<file path="config.mk">
export PLATFORM = sky130hd
export DESIGN_NAME = debounce_multi_us
export DESIGN_NICKNAME = d
export VERILOG_FILES = /design/src/rtl/debounce_multi_us_pkg.sv /design/src/rtl/debounce_multi_us_channel.sv /design/src/rtl/debounce_multi_us.sv
export SDC_FILE = /design/constraint.sdc
export NUM_CORES = 1
export LEC_CHECK = 0
export CORE_UTILIZATION = 60
export DETAILED_ROUTE_END_ITERATION = 8
export GPL_TIMING_DRIVEN = 0
export MAX_ROUTING_LAYER = met4
export PLACE_DENSITY = 0.84
export SYNTH_ARGS = -nofsm -noshare
export SYNTH_HDL_FRONTEND = slang
export SYNTH_HIERARCHICAL = 1
export SYNTH_SLANG_ARGS = --single-unit
</file>
<file path="constraint.sdc">
create_clock -name clk -period 3.2 [get_ports clk]
set_input_delay 0.48 -clock clk [delete_from_list [all_inputs] [get_ports clk]]
set_output_delay 0.48 -clock clk [all_outputs]
set_load 0.005 [all_outputs]
</file>
<file path="src/rtl/debounce_multi_us_pkg.sv">
// Shared helpers for the multi-channel debouncer: debounce length in clocks
// and the counter width needed to hold it.
package debounce_multi_us_pkg;

  // Stable time in clocks, clamped so a zero-length setting still registers once.
  function automatic int debounce_cycles(input int clk_hz, input int us);
    int cyc;
    cyc = (clk_hz / 1_000_000) * us;
    return (cyc < 1) ? 1 : cyc;
  endfunction

  function automatic int cnt_width(input int cycles);
    return (cycles < 1) ? 1 : $clog2(cycles + 1);
  endfunction

endpackage

</file>
<file path="src/rtl/debounce_multi_us_channel.sv">
// Single-channel debouncer: 2-flop synchroniser, stability counter, output bit.
// Latency: 2 + DEBOUNCE_CYCLES clocks for a clean step; no backpressure (free-running).
// DEBOUNCE_GLITCH_CNT_EN adds a saturating 8-bit count of aborted transitions.
module debounce_channel
  import debounce_multi_us_pkg::*;
#(
  parameter int   CLK_FREQ_HZ      = 50_000_000,
  parameter int   DEBOUNCE_TIME_US = 50,
  parameter logic RESET_BIT        = 1'b0
) (
  input  logic clk,
  input  logic reset,
  input  logic signal_in,
  output logic signal_out,
  output logic update
`ifdef DEBOUNCE_GLITCH_CNT_EN
  ,
  output logic [7:0] glitch_count
`endif
);

  localparam int DC = debounce_cycles(CLK_FREQ_HZ, DEBOUNCE_TIME_US);
  localparam int CW = cnt_width(DC);
  localparam logic [CW-1:0] TERM = CW'(DC - 1);

  logic          sync_q1;
  logic          sync_q2;
  logic [CW-1:0] cnt;

  always_ff @(posedge clk or posedge reset) begin
    if (reset) begin
      sync_q1 <= RESET_BIT;
      sync_q2 <= RESET_BIT;
    end else begin
      sync_q1 <= signal_in;
      sync_q2 <= sync_q1;
    end
  end

  // Terminal count always clears the counter, so it can never wrap.
  always_ff @(posedge clk or posedge reset) begin
    if (reset) begin
      cnt        <= '0;
      signal_out <= RESET_BIT;
      update     <= 1'b0;
    end else begin
      update <= 1'b0;
      if (sync_q2 == signal_out) begin
        cnt <= '0;
      end else if (cnt == TERM) begin
        cnt        <= '0;
        signal_out <= sync_q2;
        update     <= 1'b1;
      end else begin
        cnt <= cnt + CW'(1);
      end
    end
  end

`ifdef DEBOUNCE_GLITCH_CNT_EN
  // A nonzero count with sync back at the output level is an aborted transition.
  always_ff @(posedge clk or posedge reset) begin
    if (reset) begin
      glitch_count <= '0;
    end else if ((sync_q2 == signal_out) && (cnt != '0) && (glitch_count != 8'hFF)) begin
      glitch_count <= glitch_count + 8'd1;
    end
  end
`endif

endmodule

</file>
<file path="src/rtl/debounce_multi_us.sv">
// N-channel input debouncer with one aggregated change strobe and mask per update.
// Latency: 2 + DEBOUNCE_CYCLES clocks per channel; no backpressure (free-running).
// DEBOUNCE_GLITCH_CNT_EN exposes per-channel 8-bit glitch counters on glitch_count.
module debounce_multi_us
  import debounce_multi_us_pkg::*;
#(
  parameter int                  CHANNELS         = 3,
  parameter int                  CLK_FREQ_HZ      = 50_000_000,
  parameter int                  DEBOUNCE_TIME_US = 50,
  parameter logic [CHANNELS-1:0] RESET_VALUE      = '0
) (
  input  logic                clk,
  input  logic                reset,
  input  logic [CHANNELS-1:0] signal_in,
  output logic [CHANNELS-1:0] signal_out,
  output logic                changed,
  output logic [CHANNELS-1:0] change_mask
`ifdef DEBOUNCE_GLITCH_CNT_EN
  ,
  output logic [CHANNELS*8-1:0] glitch_count
`endif
);

  for (genvar g = 0; g < CHANNELS; g++) begin : g_ch
    debounce_channel #(
      .CLK_FREQ_HZ     (CLK_FREQ_HZ),
      .DEBOUNCE_TIME_US(DEBOUNCE_TIME_US),
      .RESET_BIT       (RESET_VALUE[g])
    ) u_ch (
      .clk       (clk),
      .reset     (reset),
      .signal_in (signal_in[g]),
      .signal_out(signal_out[g]),
      .update    (change_mask[g])
`ifdef DEBOUNCE_GLITCH_CNT_EN
      ,
      .glitch_count(glitch_count[g*8 +: 8])
`endif
    );
  end

  // Mask bits are flops, so the strobe lines up with the new signal_out value.
  assign changed = |change_mask;

endmodule
</file>
; Word level (Yosys, flattened, before mapping)
; Cells that the tools add are included.
[classes]
n_eq_ne = 6
muxes = 12
n_addsub = 3
bitwise_logic = 3
n_reduce_logical = 4
[op_table]
columns = operator, n
row1 = 12-bit two-way mux, 6
row2 = 12-bit by 1-bit adder with 12-bit output (second input constant), 3
row3 = 12-bit equality test (second input constant), 3
row4 = 1-bit two-way mux, 6
row5 = 2-bit AND reduction, 3
row6 = 1-bit equality test, 3
row7 = 1-bit NOT, 3
row8 = 3-bit OR reduction, 1
[totals]
out_inout_bits = 7
input_bits = 5
register_bits = 48

; Logic depth before layout (Yosys ltp)
; Gate-level depths: netlist (run 1).
[logic_depth]
depth_word = 3
mapped_depth = 5
depth_no_buf = 4

; Cells and area by module
; Netlist (run 1), hierarchy kept.
[by_module_without_submodules]
columns = module, area_each_um2, n_inst, cells_per_inst
row1 = debounce_channel, 757.0, 3, 70
row2 = debounce_multi_us, 6.3, 1, 1

; Worst setup path before layout (run 1)
; Ideal clock, no wire load.
[synth_path]
path_type = register to register
start = register g_ch[0].u_ch.cnt[0]
end = register g_ch[0].u_ch.cnt[10]
setup_ps = 77
arrival_ps = 1315
setup_slack_ps = 1808
required_time_ps = 3123
path_buffers = 0
stages_incl_launch_ff = 5
synth_period_minus_slack_ps = 1392
path_cell_list = dfrtp_1 > ha_1 > nand3_1 > or4_1 > a21oi_1
[synth_via]
elab_chain_cells = 3
[synth_lines]
columns = item, line_no
row1 = start: declaration, debounce_multi_us_channel.sv:28  ; logic [CW-1:0] cnt;
row2 = start signal: assignment, debounce_multi_us_channel.sv:55  ; cnt <= cnt + CW'(1);
row3 = 12-bit by 1-bit adder with 12-bit output or 12-bit equality test (tied branches), "debounce_multi_us_channel.sv:55, debounce_multi_us_channel.sv:50"
row4 = 12-bit two-way mux *, debounce_multi_us_channel.sv:50  ; end else if (cnt == TERM) begin
row5 = 12-bit two-way mux *, debounce_multi_us_channel.sv:48  ; if (sync_q2 == signal_out) begin
; Mark *: on every way between the ends. The rest lies on a longest branch, timed or not.
; A chain may end at the register's enable or synchronous reset.

; Worst setup path after layout (run 1)
[layout_path]
start = register g_ch[1].u_ch.update
end = output port changed
[layout_via]
elab_chain_cells = 1
[layout_lines]
columns = item, line_no
row1 = start: declaration, debounce_multi_us_channel.sv:15  ; output logic update
row2 = start signal: assignment, debounce_multi_us_channel.sv:45  ; update <= 1'b0;
row3 = start signal: assignment, debounce_multi_us_channel.sv:47  ; update <= 1'b0;
row4 = start signal: assignment, debounce_multi_us_channel.sv:53  ; update <= 1'b1;
row5 = 3-bit OR reduction, debounce_multi_us.sv:43  ; assign changed = |change_mask;
row6 = end: declaration, debounce_multi_us.sv:16  ; output logic changed,
; Every way passes these cells.

==> results of run 1 <==
==> final cells by class <==
cell class / count / area, um^2
Sequential cell: 48 / 1200
Buffer: 3 / 33.8
Clock buffer: 6 / 82.6
Multi-Input combinational cell: 148 / 997
Tap cell: 48 / 60.1
Timing Repair Buffer: 11 / 110
Fill cell: 277 / 1120
Clock inverter: 2 / 13.8
Inverter: 12 / 45.0
==> flip-flops by register name, summed over array words and instances (netlist names) <==
register              count
g_ch.u_ch/sync_q1         3
g_ch.u_ch/signal_out      3
g_ch.u_ch/sync_q2         3
g_ch.u_ch/update          3
g_ch.u_ch/cnt            36
==> worst max-delay path, delay by kind of cell, from the launching register on <==
family / cells / cell delay [ps]
simple gates: 1 / 360
buf+inv: 1 / 440
flops: 1 / 380
==> cells in the final DEF, fill, tap and decap left out <==
| cell | netlist | final |
|---|---|---|
| sky130_fd_sc_hd__inv_6 | 0 | 1 |
| sky130_fd_sc_hd__or3_2 | 6 | 6 |
| sky130_fd_sc_hd__and4b_1 | 3 | 3 |
| sky130_fd_sc_hd__nand4_4 | 3 | 3 |
| sky130_fd_sc_hd__ha_1 | 6 | 6 |
| sky130_fd_sc_hd__buf_6 | 3 | 3 |
| sky130_fd_sc_hd__clkbuf_8 | 0 | 6 |
| sky130_fd_sc_hd__nor3_1 | 3 | 3 |
| sky130_fd_sc_hd__xnor2_1 | 6 | 6 |
| sky130_fd_sc_hd__clkdlybuf4s50_1 | 0 | 11 |
| sky130_fd_sc_hd__or4_1 | 12 | 12 |
| sky130_fd_sc_hd__and4bb_2 | 3 | 3 |
| sky130_fd_sc_hd__a21oi_1 | 21 | 21 |
| sky130_fd_sc_hd__a31o_2 | 3 | 3 |
| sky130_fd_sc_hd__mux2_2 | 3 | 3 |
| sky130_fd_sc_hd__xor2_1 | 6 | 6 |
| sky130_fd_sc_hd__dfrtp_1 | 48 | 48 |
| sky130_fd_sc_hd__nand2_1 | 9 | 9 |
| sky130_fd_sc_hd__o31ai_1 | 12 | 12 |
| sky130_fd_sc_hd__nor2_1 | 18 | 18 |
| sky130_fd_sc_hd__or3_1 | 4 | 4 |
| sky130_fd_sc_hd__clkinv_2 | 0 | 1 |
| sky130_fd_sc_hd__inv_1 | 12 | 12 |
| sky130_fd_sc_hd__nand3_1 | 18 | 18 |
| sky130_fd_sc_hd__nand4_1 | 3 | 3 |
| sky130_fd_sc_hd__o21ai_0 | 9 | 9 |
==> routing by layer <==
metal	global-route usage	up-vias	part of all wire
li1	-	810	-
met1	0.323	820	0.46
met2	0.391	29	0.50
met3	0.0380	10	0.022
met4	0.111	0	0.019
met5	-	-	0
==> cell families after synthesis <==
family          Yosys count
flops                    48
mux                       3
simple gates             82
buf+inv                  15
compound gates           45
xor+xnor                 12
fa+ha+maj                 6
==> stage by stage <==
stage / hold WS (ps) / power (mW)
after floorplan: 331 / 0.686
after global placement: 333 / 0.703
after detailed placement: 342 / 0.705
after CTS: 361 / 1.08
after global routing: 365 / 1.11
final: 356 / 1.07
==> power groups by stage <==
stage	sequential [mW]	combinational (mW)	clock, mW
6_report	0.636	0.0562	0.377
5_1_grt	0.639	0.0662	0.408
4_1_cts	0.636	0.0575	0.386
3_5_place_dp	0.648	0.0568	0
3_3_place_gp	0.647	0.0553	0
2_1_floorplan	0.644	0.0415	0
==> final timing paths <==
path                                      start                    to  slack, ps
max                         g_ch[1].u_ch/update               changed       1230
min                        g_ch[0].u_ch/sync_q1  g_ch[0].u_ch/sync_q2        360
max reg2reg                 g_ch[0].u_ch/cnt[0]  g_ch[0].u_ch/cnt[10]       1610
min reg2reg                g_ch[0].u_ch/sync_q1  g_ch[0].u_ch/sync_q2        360
max in group asynchronous                 reset   g_ch[0].u_ch/cnt[2]       2200
min in group asynchronous                 reset  g_ch[2].u_ch/cnt[11]        610
==> impl_metrics.json, run 1 <==
{
  "postRouteAntennaNets": 0,
  "power.share.clock": 0.353,
  "layout.core_utilization": 0.695,
  "start_util": 0.622,
  "cts-resized-gates": 0,
  "synth_common_cells": "48 x sky130_fd_sc_hd__dfrtp_1, 21 x sky130_fd_sc_hd__a21oi_1, 18 x sky130_fd_sc_hd__nand3_1, 18 x sky130_fd_sc_hd__nor2_1",
  "synth_edf_count": 0,
  "largest_family_of_logic_cells_by_synthesized_area": "simple AND/OR/NAND/NOR gates",
  "synth_area_um2": 2280,
  "postSynthCellCount": 211,
  "clock_tree.root_cell": "sky130_fd_sc_hd__clkbuf_8",
  "core_area_um2": 3660,
  "tritoncts": "yes",
  "timing.final.setup_violations": 0,
  "synthSimpleGateAreaFrac": 0.227,
  "die_area_um2": 4050,
  "chipWidth_um": 63.6,
  "final_max_slew_viol_count": 0,
  "hp-class": "reg -> reg",
  "worstSetupPathType": "reg -> out",
  "clk_path_buf_depth": 2,
  "detailedPlace.worstSlack_ps": 1560,
  "power_per_cell_area_nw_per_um2": 421,
  "dpl.hpwl_um": 3000,
  "path_clk_slew_ps": 90,
  "ys_ff_latch": 48,
  "layout.cells.non_filler": 278,
  "hold_viol": 0,
  "drt_first_iter_violations": 133,
  "internal_power_mw": 0.818,
  "detailroute.via_count": 1669,
  "antenna_cells": 0,
  "asyncSetResetFlopFracSynth": 1.00,
  "grtUsageTotal": 0.250,
  "detailed_place.area_um2": 2450,
  "combinationalPowerShare": 0.053,
  "die_height_um": 63.6,
  "final_period_minus_worst_setup_slack_ps": 1970,
  "cts_htree_levels": 2,
  "cap_viol_max_count": 0,
  "hold-path-cell-count": 0,
  "final_cell_area_um2": 2540,
  "routabilityCongestion": 0.789,
  "critical_path.endpoint_type": "primary output",
  "fraction_of_layout_cells_with_a_size_suffix_above_1": 0.126,
  "crit_slowest_cell": "sky130_fd_sc_hd__clkdlybuf4s50_1",
  "unrepaired_setup_endpoints_after_global_routing": "false",
  "synth.top_cell.area_share": 0.527,
  "num_rows": 22,
  "worst_path_largest_cell_delay_ps": 440,
  "synthTopCellsByArea": "sky130_fd_sc_hd__dfrtp_1 53%, sky130_fd_sc_hd__a21oi_1 4.6%, sky130_fd_sc_hd__nand3_1 4.0%, sky130_fd_sc_hd__o31ai_1 4.0%, sky130_fd_sc_hd__or4_1 4.0%",
  "arrival_ps": 1490,
  "maxClockFrequency_mhz": 507,
  "cp_data_required_time_ps": 2720,
  "area_delta_synth_final_pct": 11.7,
  "timing.final.crit_share": 0.616,
  "synthMuxAreaShare": 0.0148,
  "mappedNetlistNets": 222,
  "clkSinkCount": 48,
  "grt_antenna_before_repair": 0,
  "route.detailed.vias_per_inst": 6.00,
  "worstPathCellList": "or3_1, clkdlybuf4s50_1",
  "synth_adder_area_share": 0.0330,
  "tritoncts.num_buffers": 5,
  "maximum_number_of_pins_on_one_net_before_global_route_repair": 17,
  "first_global_vias": 1677,
  "synth.yosys.warnings": 6,
  "yosys.cell_count.top_type": "sky130_fd_sc_hd__dfrtp_1",
  "power.net_switching_mw": 0.252,
  "worst_skew_pair.late_latency_ps": 300,
  "grt_first_pass_wirelength_um": 7530,
  "placedCellCount": 270,
  "nets": 240,
  "worst_slew_pin_slew_ps": 604,
  "synth_compound_area_frac": 0.117,
  "setup_total_negative_slack_ps": 0,
  "maximum_clock_skew_at_final_layout_ps": 8.32,
  "drcViolationCount": 0,
  "cts-hold-fix-buffers": 0,
  "synth-xor-area-share": 0.0462,
  "detail_route.wl_per_cell_um": 15.0,
  "worst_setup_path_start_kind": "flop",
  "library_cell_occupying_the_most_area_in_the_post_synthesis_netlist": "sky130_fd_sc_hd__dfrtp_1",
  "yosys_most_used_dff": "sky130_fd_sc_hd__dfrtp_1",
  "setup_ws_ps": 1230,
  "port-buffer-count": 11,
  "synth_cell_type_count": 22,
  "firstDrtPassIters": 4,
  "postRouteWirelength_um": 4180,
  "worst_ir_drop_vdd_v": 0.000326,
  "sw_frac_of_total": 0.236,
  "timing.reg2reg.worst_path_depth": 4,
  "seq_area_frac_synth": 0.527,
  "power.sequential.fraction": 0.595,
  "ios": 12,
  "synth_area_per_cell_um2": 10.8,
  "run_status": "finished clean",
  "timing.slew.headroom": 0.597,
  "globalRouteOverflowTotal": 0,
  "worst-path-max-fanout": 2,
  "power.static_leakage_nw": 1.08,
  "postCtsSetupBuffers": 0
}
No activity file was read; power rests on OpenSTA's default activity.
==> inputs of run 2 (changes only) <==
Settings changed: CORE_UTILIZATION 60 to 53, PLACE_DENSITY 0.84 to 0.79.
Clock period 3.2 ns to 1.6 ns, I/O delays scaled along.
==> impl_metrics.json, run 2 (same netlist as run 1, synthesis figures left out) <==
{
  "worst-path-max-fanout": 2,
  "timing.final.crit_share": 0.966,
  "final_period_minus_worst_setup_slack_ps": 1550,
  "area_delta_synth_final_pct": 11.6,
  "unrepaired_setup_endpoints_after_global_routing": "false",
  "setup_ws_ps": 53.9,
  "drcViolationCount": 0,
  "timing.slew.headroom": 0.588,
  "hold-path-cell-count": 0,
  "worst_path_dominant_cell_family": "flip-flops",
  "tritoncts": "yes",
  "tritoncts.num_buffers": 5,
  "routabilityCongestion": 0.830,
  "firstDrtPassIters": 4,
  "postRouteWirelength_um": 4090,
  "regToRegEndpoint": "g_ch[0].u_ch/cnt[10]",
  "final_cell_mix": "45 x sky130_fd_sc_hd__dfrtp_1, 21 x sky130_fd_sc_hd__a21oi_1, 18 x sky130_fd_sc_hd__nand3_1, 18 x sky130_fd_sc_hd__nor2_1",
  "drt_first_iter_violations": 97,
  "grt_antenna_before_repair": 0,
  "path_clk_slew_ps": 80,
  "power.static_leakage_nw": 1.07,
  "worst_ir_drop_vdd_v": 0.000585,
  "detailedPlace.worstSlack_ps": 32.5,
  "hp-class": "reg -> reg",
  "maximum_clock_skew_at_final_layout_ps": 5.11,
  "timing.rr.start": "g_ch[0].u_ch/cnt[1]",
  "worst_path_largest_cell_delay_ps": 410,
  "final_max_slew_viol_count": 0,
  "hold_viol": 0,
  "run_status": "finished clean",
  "num_rows": 23,
  "antenna_cells": 0,
  "first_global_vias": 1501,
  "clkSinkCount": 48,
  "worst_hold_startpoint": "g_ch[0].u_ch/sync_q1",
  "ios": 12,
  "nets": 241,
  "worst_skew_pair.late_latency_ps": 290,
  "timing.final.setup_violations": 0,
  "critPathBufInv": 1,
  "cap_viol_max_count": 0,
  "maxClockFrequency_mhz": 647,
  "largest_register_ff_count": 36,
  "postRouteAntennaNets": 0,
  "dpl.hpwl_um": 2860,
  "setup_total_negative_slack_ps": 0,
  "worst_setup_path_start_kind": "flop",
  "route.detailed.vias_per_inst": 5.93,
  "die_height_um": 67.6,
  "detailroute.via_count": 1660,
  "clock_tree.root_cell": "sky130_fd_sc_hd__clkbuf_8",
  "cp_data_required_time_ps": 1360,
  "critical_path.endpoint_type": "primary output",
  "fill_cells": 310,
  "chipWidth_um": 67.6,
  "clk_path_buf_depth": 2,
  "grtUsageTotal": 0.207,
  "grt_first_pass_wirelength_um": 6670,
  "worst_slew_pin_slew_ps": 617,
  "maximum_number_of_pins_on_one_net_before_global_route_repair": 17,
  "endpoint_of_the_worst_hold_path": "g_ch[0].u_ch/sync_q2",
  "core_area_um2": 4060,
  "final_common_cell": "sky130_fd_sc_hd__dfrtp_1",
  "globalRouteOverflowTotal": 0,
  "start_util": 0.561,
  "die_area_um2": 4560,
  "worstPathCellList": "or3_1, dlygate4sd2_1",
  "cts-hold-fix-buffers": 0,
  "reg2reg_setup_slack_ps": 90,
  "power_per_cell_area_nw_per_um2": 811,
  "port-buffer-count": 11,
  "fraction_of_layout_cells_with_a_size_suffix_above_1": 0.143,
  "timing.reg2reg.worst_path_depth": 4,
  "arrival_ps": 1310,
  "crit_slowest_cell": "sky130_fd_sc_hd__dfrtp_1",
  "cts_htree_levels": 2,
  "max_flop_register": "g_ch.u_ch/cnt",
  "detail_route.wl_per_cell_um": 14.6,
  "worstSetupPathType": "reg -> out"
}
[run 2: worst max-delay path by stage]
stage / from / end / slack (ps) / cells past startpoint
3_3_place_gp: g_ch[0].u_ch/cnt[0] / g_ch[0].u_ch/cnt[10] / 100 / 4
4_1_cts: g_ch[0].u_ch/cnt[0] / g_ch[0].u_ch/cnt[10] / 20 / 4
2_1_floorplan: g_ch[0].u_ch/cnt[0] / g_ch[0].u_ch/cnt[10] / 210 / 4
6_report: g_ch[0].u_ch/update / changed / 50 / 2
5_1_grt: g_ch[2].u_ch/cnt[1] / g_ch[2].u_ch/cnt[10] / 0.3 / 4
3_5_place_dp: g_ch[0].u_ch/cnt[0] / g_ch[0].u_ch/cnt[10] / 30 / 4
[run 2: per-layer routing]
layer  part of all wire  track usage  vias up
met5                  0            -        -
met4              0.012       0.0718        0
met3              0.044       0.0507        5
met2               0.49        0.324       41
met1               0.46        0.259      809
li1                   -            -      805
[run 2: report_power, final]
group / internal [mW] / switching, mW
Combinational: 0.0479 / 0.0709
Sequential: 1.24 / 0.0342
Clock: 0.298 / 0.373
Total: 1.58 / 0.478
[run 2: repair_timing]
action | in CTS | in global routing
setup buffers | 0 | 1
pin swaps | 0 | 0
gates resized for setup | 1 | 5
hold endpoints to repair | 0 | 0
endpoints found under the setup margin | 1 | 5
[run 2: area by class of cell]
type / count / area (um^2) / area share
well taps: 50 / 62.6 / 0.0246
clock buffers: 6 / 72.6 / 0.0285
clock inverters: 1 / 5.00 / 0.00197
inverters: 12 / 45.0 / 0.0177
multi-input cells: 148 / 1000 / 0.394
repair buffers: 12 / 116 / 0.0458
plain buffers: 3 / 33.8 / 0.0133
flip-flops and latches: 48 / 1200 / 0.474
[run 2: per-stage QoR]
| stage | utilization | hold slack (ps) | std cells | total power, mW | instance area, um^2 |
|---|---|---|---|---|---|
| 2_1_floorplan | - | 154 | 211 | 1.37 | 2280 |
| 3_3_place_gp | 0.604 | 333 | 272 | 1.41 | 2450 |
| 3_5_place_dp | 0.604 | 340 | 272 | 1.41 | 2450 |
| 4_1_cts | 0.623 | 359 | 279 | 2.09 | 2530 |
| 5_1_grt | 0.627 | 364 | 280 | 2.15 | 2540 |
| 6_report | 0.627 | 355 | 280 | 2.06 | 2540 |
==> inputs of run 3 (changes only) <==
==> constraint.sdc (replaced) <==
create_clock -name clk -period 1.6 [get_ports clk]
set_input_delay 0.24 -clock clk [delete_from_list [all_inputs] [get_ports clk]]
set_output_delay 0.24 -clock clk [all_outputs]
set_load 0.01 [all_outputs]
==> impl_metrics.json, run 3 (same netlist as run 1, synthesis figures left out) <==
{
  "run_status": "finished clean",
  "final_period_minus_worst_setup_slack_ps": 1520,
  "clock_tree.root_cell": "sky130_fd_sc_hd__clkbuf_8",
  "timing.slew.headroom": 0.588,
  "worst-path-max-fanout": 2,
  "grt_antenna_before_repair": 0,
  "nets": 241,
  "area_delta_synth_final_pct": 11.7,
  "globalRouteOverflowTotal": 0,
  "timing.final.crit_share": 0.950,
  "reg2reg_setup_slack_ps": 90,
  "critical_path.startpoint": "g_ch[0].u_ch/update",
  "dpl.hpwl_um": 2860,
  "maxClockFrequency_mhz": 658,
  "setup_total_negative_slack_ps": 0,
  "port-buffer-count": 11,
  "layout.core_utilization": 0.627,
  "maximum_number_of_pins_on_one_net_before_global_route_repair": 17,
  "route.detailed.vias_per_inst": 5.93,
  "postRouteAntennaNets": 0,
  "chipWidth_um": 67.6,
  "critical_path.endpoint_type": "primary output",
  "detailed_place.area_um2": 2450,
  "antenna_cells": 0,
  "tritoncts.num_buffers": 5,
  "setup_ws_ps": 79.4,
  "worst_slew_pin_slew_ps": 617,
  "arrival_ps": 1280,
  "path_clk_slew_ps": 80,
  "firstDrtPassIters": 4,
  "detailroute.via_count": 1660,
  "detail_route.wl_per_cell_um": 14.6,
  "detailedPlace.worstSlack_ps": 32.5,
  "hold-path-cell-count": 0,
  "die_area_um2": 4560,
  "fill_cells": 309,
  "final_common_cell": "sky130_fd_sc_hd__dfrtp_1",
  "worst_skew_pair.late_latency_ps": 290,
  "placedCellCount": 272,
  "tritoncts": "yes",
  "core_area_um2": 4060,
  "max_flop_register": "g_ch.u_ch/cnt",
  "unrepaired_setup_endpoints_after_global_routing": "false",
  "power_per_cell_area_nw_per_um2": 811,
  "worst_ir_drop_vdd_v": 0.000585,
  "ios": 12,
  "routabilityCongestion": 0.830,
  "worst_hold_startpoint": "g_ch[0].u_ch/sync_q1",
  "postRouteWirelength_um": 4090,
  "timing.reg2reg.worst_path_depth": 4,
  "worstSetupPathType": "reg -> out",
  "grtUsageTotal": 0.207,
  "cts_htree_levels": 2,
  "maximum_clock_skew_at_final_layout_ps": 5.11,
  "hold_viol": 0,
  "cap_viol_max_count": 0,
  "power_mw": 2.06,
  "first_global_vias": 1501,
  "hp-class": "reg -> reg",
  "timing.rr.start": "g_ch[0].u_ch/cnt[1]",
  "layout.cells.non_filler": 280,
  "drt_first_iter_violations": 97,
  "final_cell_mix": "45 x sky130_fd_sc_hd__dfrtp_1, 21 x sky130_fd_sc_hd__a21oi_1, 18 x sky130_fd_sc_hd__nand3_1, 18 x sky130_fd_sc_hd__nor2_1",
  "cp_data_required_time_ps": 1360,
  "start_util": 0.561,
  "clk_path_buf_depth": 2,
  "worst_setup_path_start_kind": "flop",
  "timing.final.setup_violations": 0,
  "final_cell_area_um2": 2540,
  "largest_register_ff_count": 36,
  "clkSinkCount": 48,
  "drcViolationCount": 0,
  "timing.hold.ws_ps": 355,
  "die_height_um": 67.6,
  "power.static_leakage_nw": 1.06,
  "fraction_of_layout_cells_with_a_size_suffix_above_1": 0.143,
  "grt_first_pass_wirelength_um": 6670,
  "num_rows": 23,
  "final_max_slew_viol_count": 0
}
==> run 3: cell types whose count changed in the layout (fill, tap and decap cells not counted) <==
cell	change
sky130_fd_sc_hd__clkdlybuf4s15_1	+1
sky130_fd_sc_hd__dlygate4sd2_1	-1
==> run 3: layout make-up <==
class | count | area [um^2] | share of cell area
flip-flops and latches | 48 | 1200 | 0.474
inverters | 12 | 45.0 | 0.0177
well taps | 50 | 62.6 | 0.0246
plain buffers | 3 | 33.8 | 0.0133
clock buffers | 6 | 72.6 | 0.0285
clock inverters | 1 | 5.00 | 0.00197
multi-input cells | 148 | 1000 | 0.394
repair buffers | 12 | 118 | 0.0462
==> run 3: path summary, 6_finish.rpt <==
path                                   endpoint
max                                     changed
min in group asynchronous   g_ch[1].u_ch/cnt[2]
max reg2reg                g_ch[0].u_ch/cnt[10]
max in group asynchronous   g_ch[2].u_ch/cnt[0]
min                        g_ch[0].u_ch/sync_q2
min reg2reg                g_ch[0].u_ch/sync_q2
==> run 3: where the power goes <==
part | internal [mW] | total, mW | switching (mW)
sequential | 1.24 | 1.27 | 0.0342
clock | 0.298 | 0.670 | 0.373
combinational | 0.0479 | 0.119 | 0.0709
==> run 3: routing by layer <==
layer  global-route usage  part of all wire  vias up  wire, um
met1                0.259              0.46      809      1870
met3               0.0507             0.044        5       180
met4               0.0718             0.012        0        48
met2                0.324              0.49       41      1990
li1                     -                 -      805         -
met5                    -                 0        -         0
==> run 3: what timing repair did <==
action,4_1_cts,5_1_grt
buffers inserted,0,1
gates resized for setup,1,6
hold buffers,0,0
endpoints found under the setup margin,1,6
==> run 3: worst max-delay path, cell delays in order, from the launching register on <==
cell	delay [ps]
sky130_fd_sc_hd__dfrtp_1	410
sky130_fd_sc_hd__or3_1	350
sky130_fd_sc_hd__clkdlybuf4s15_1	230
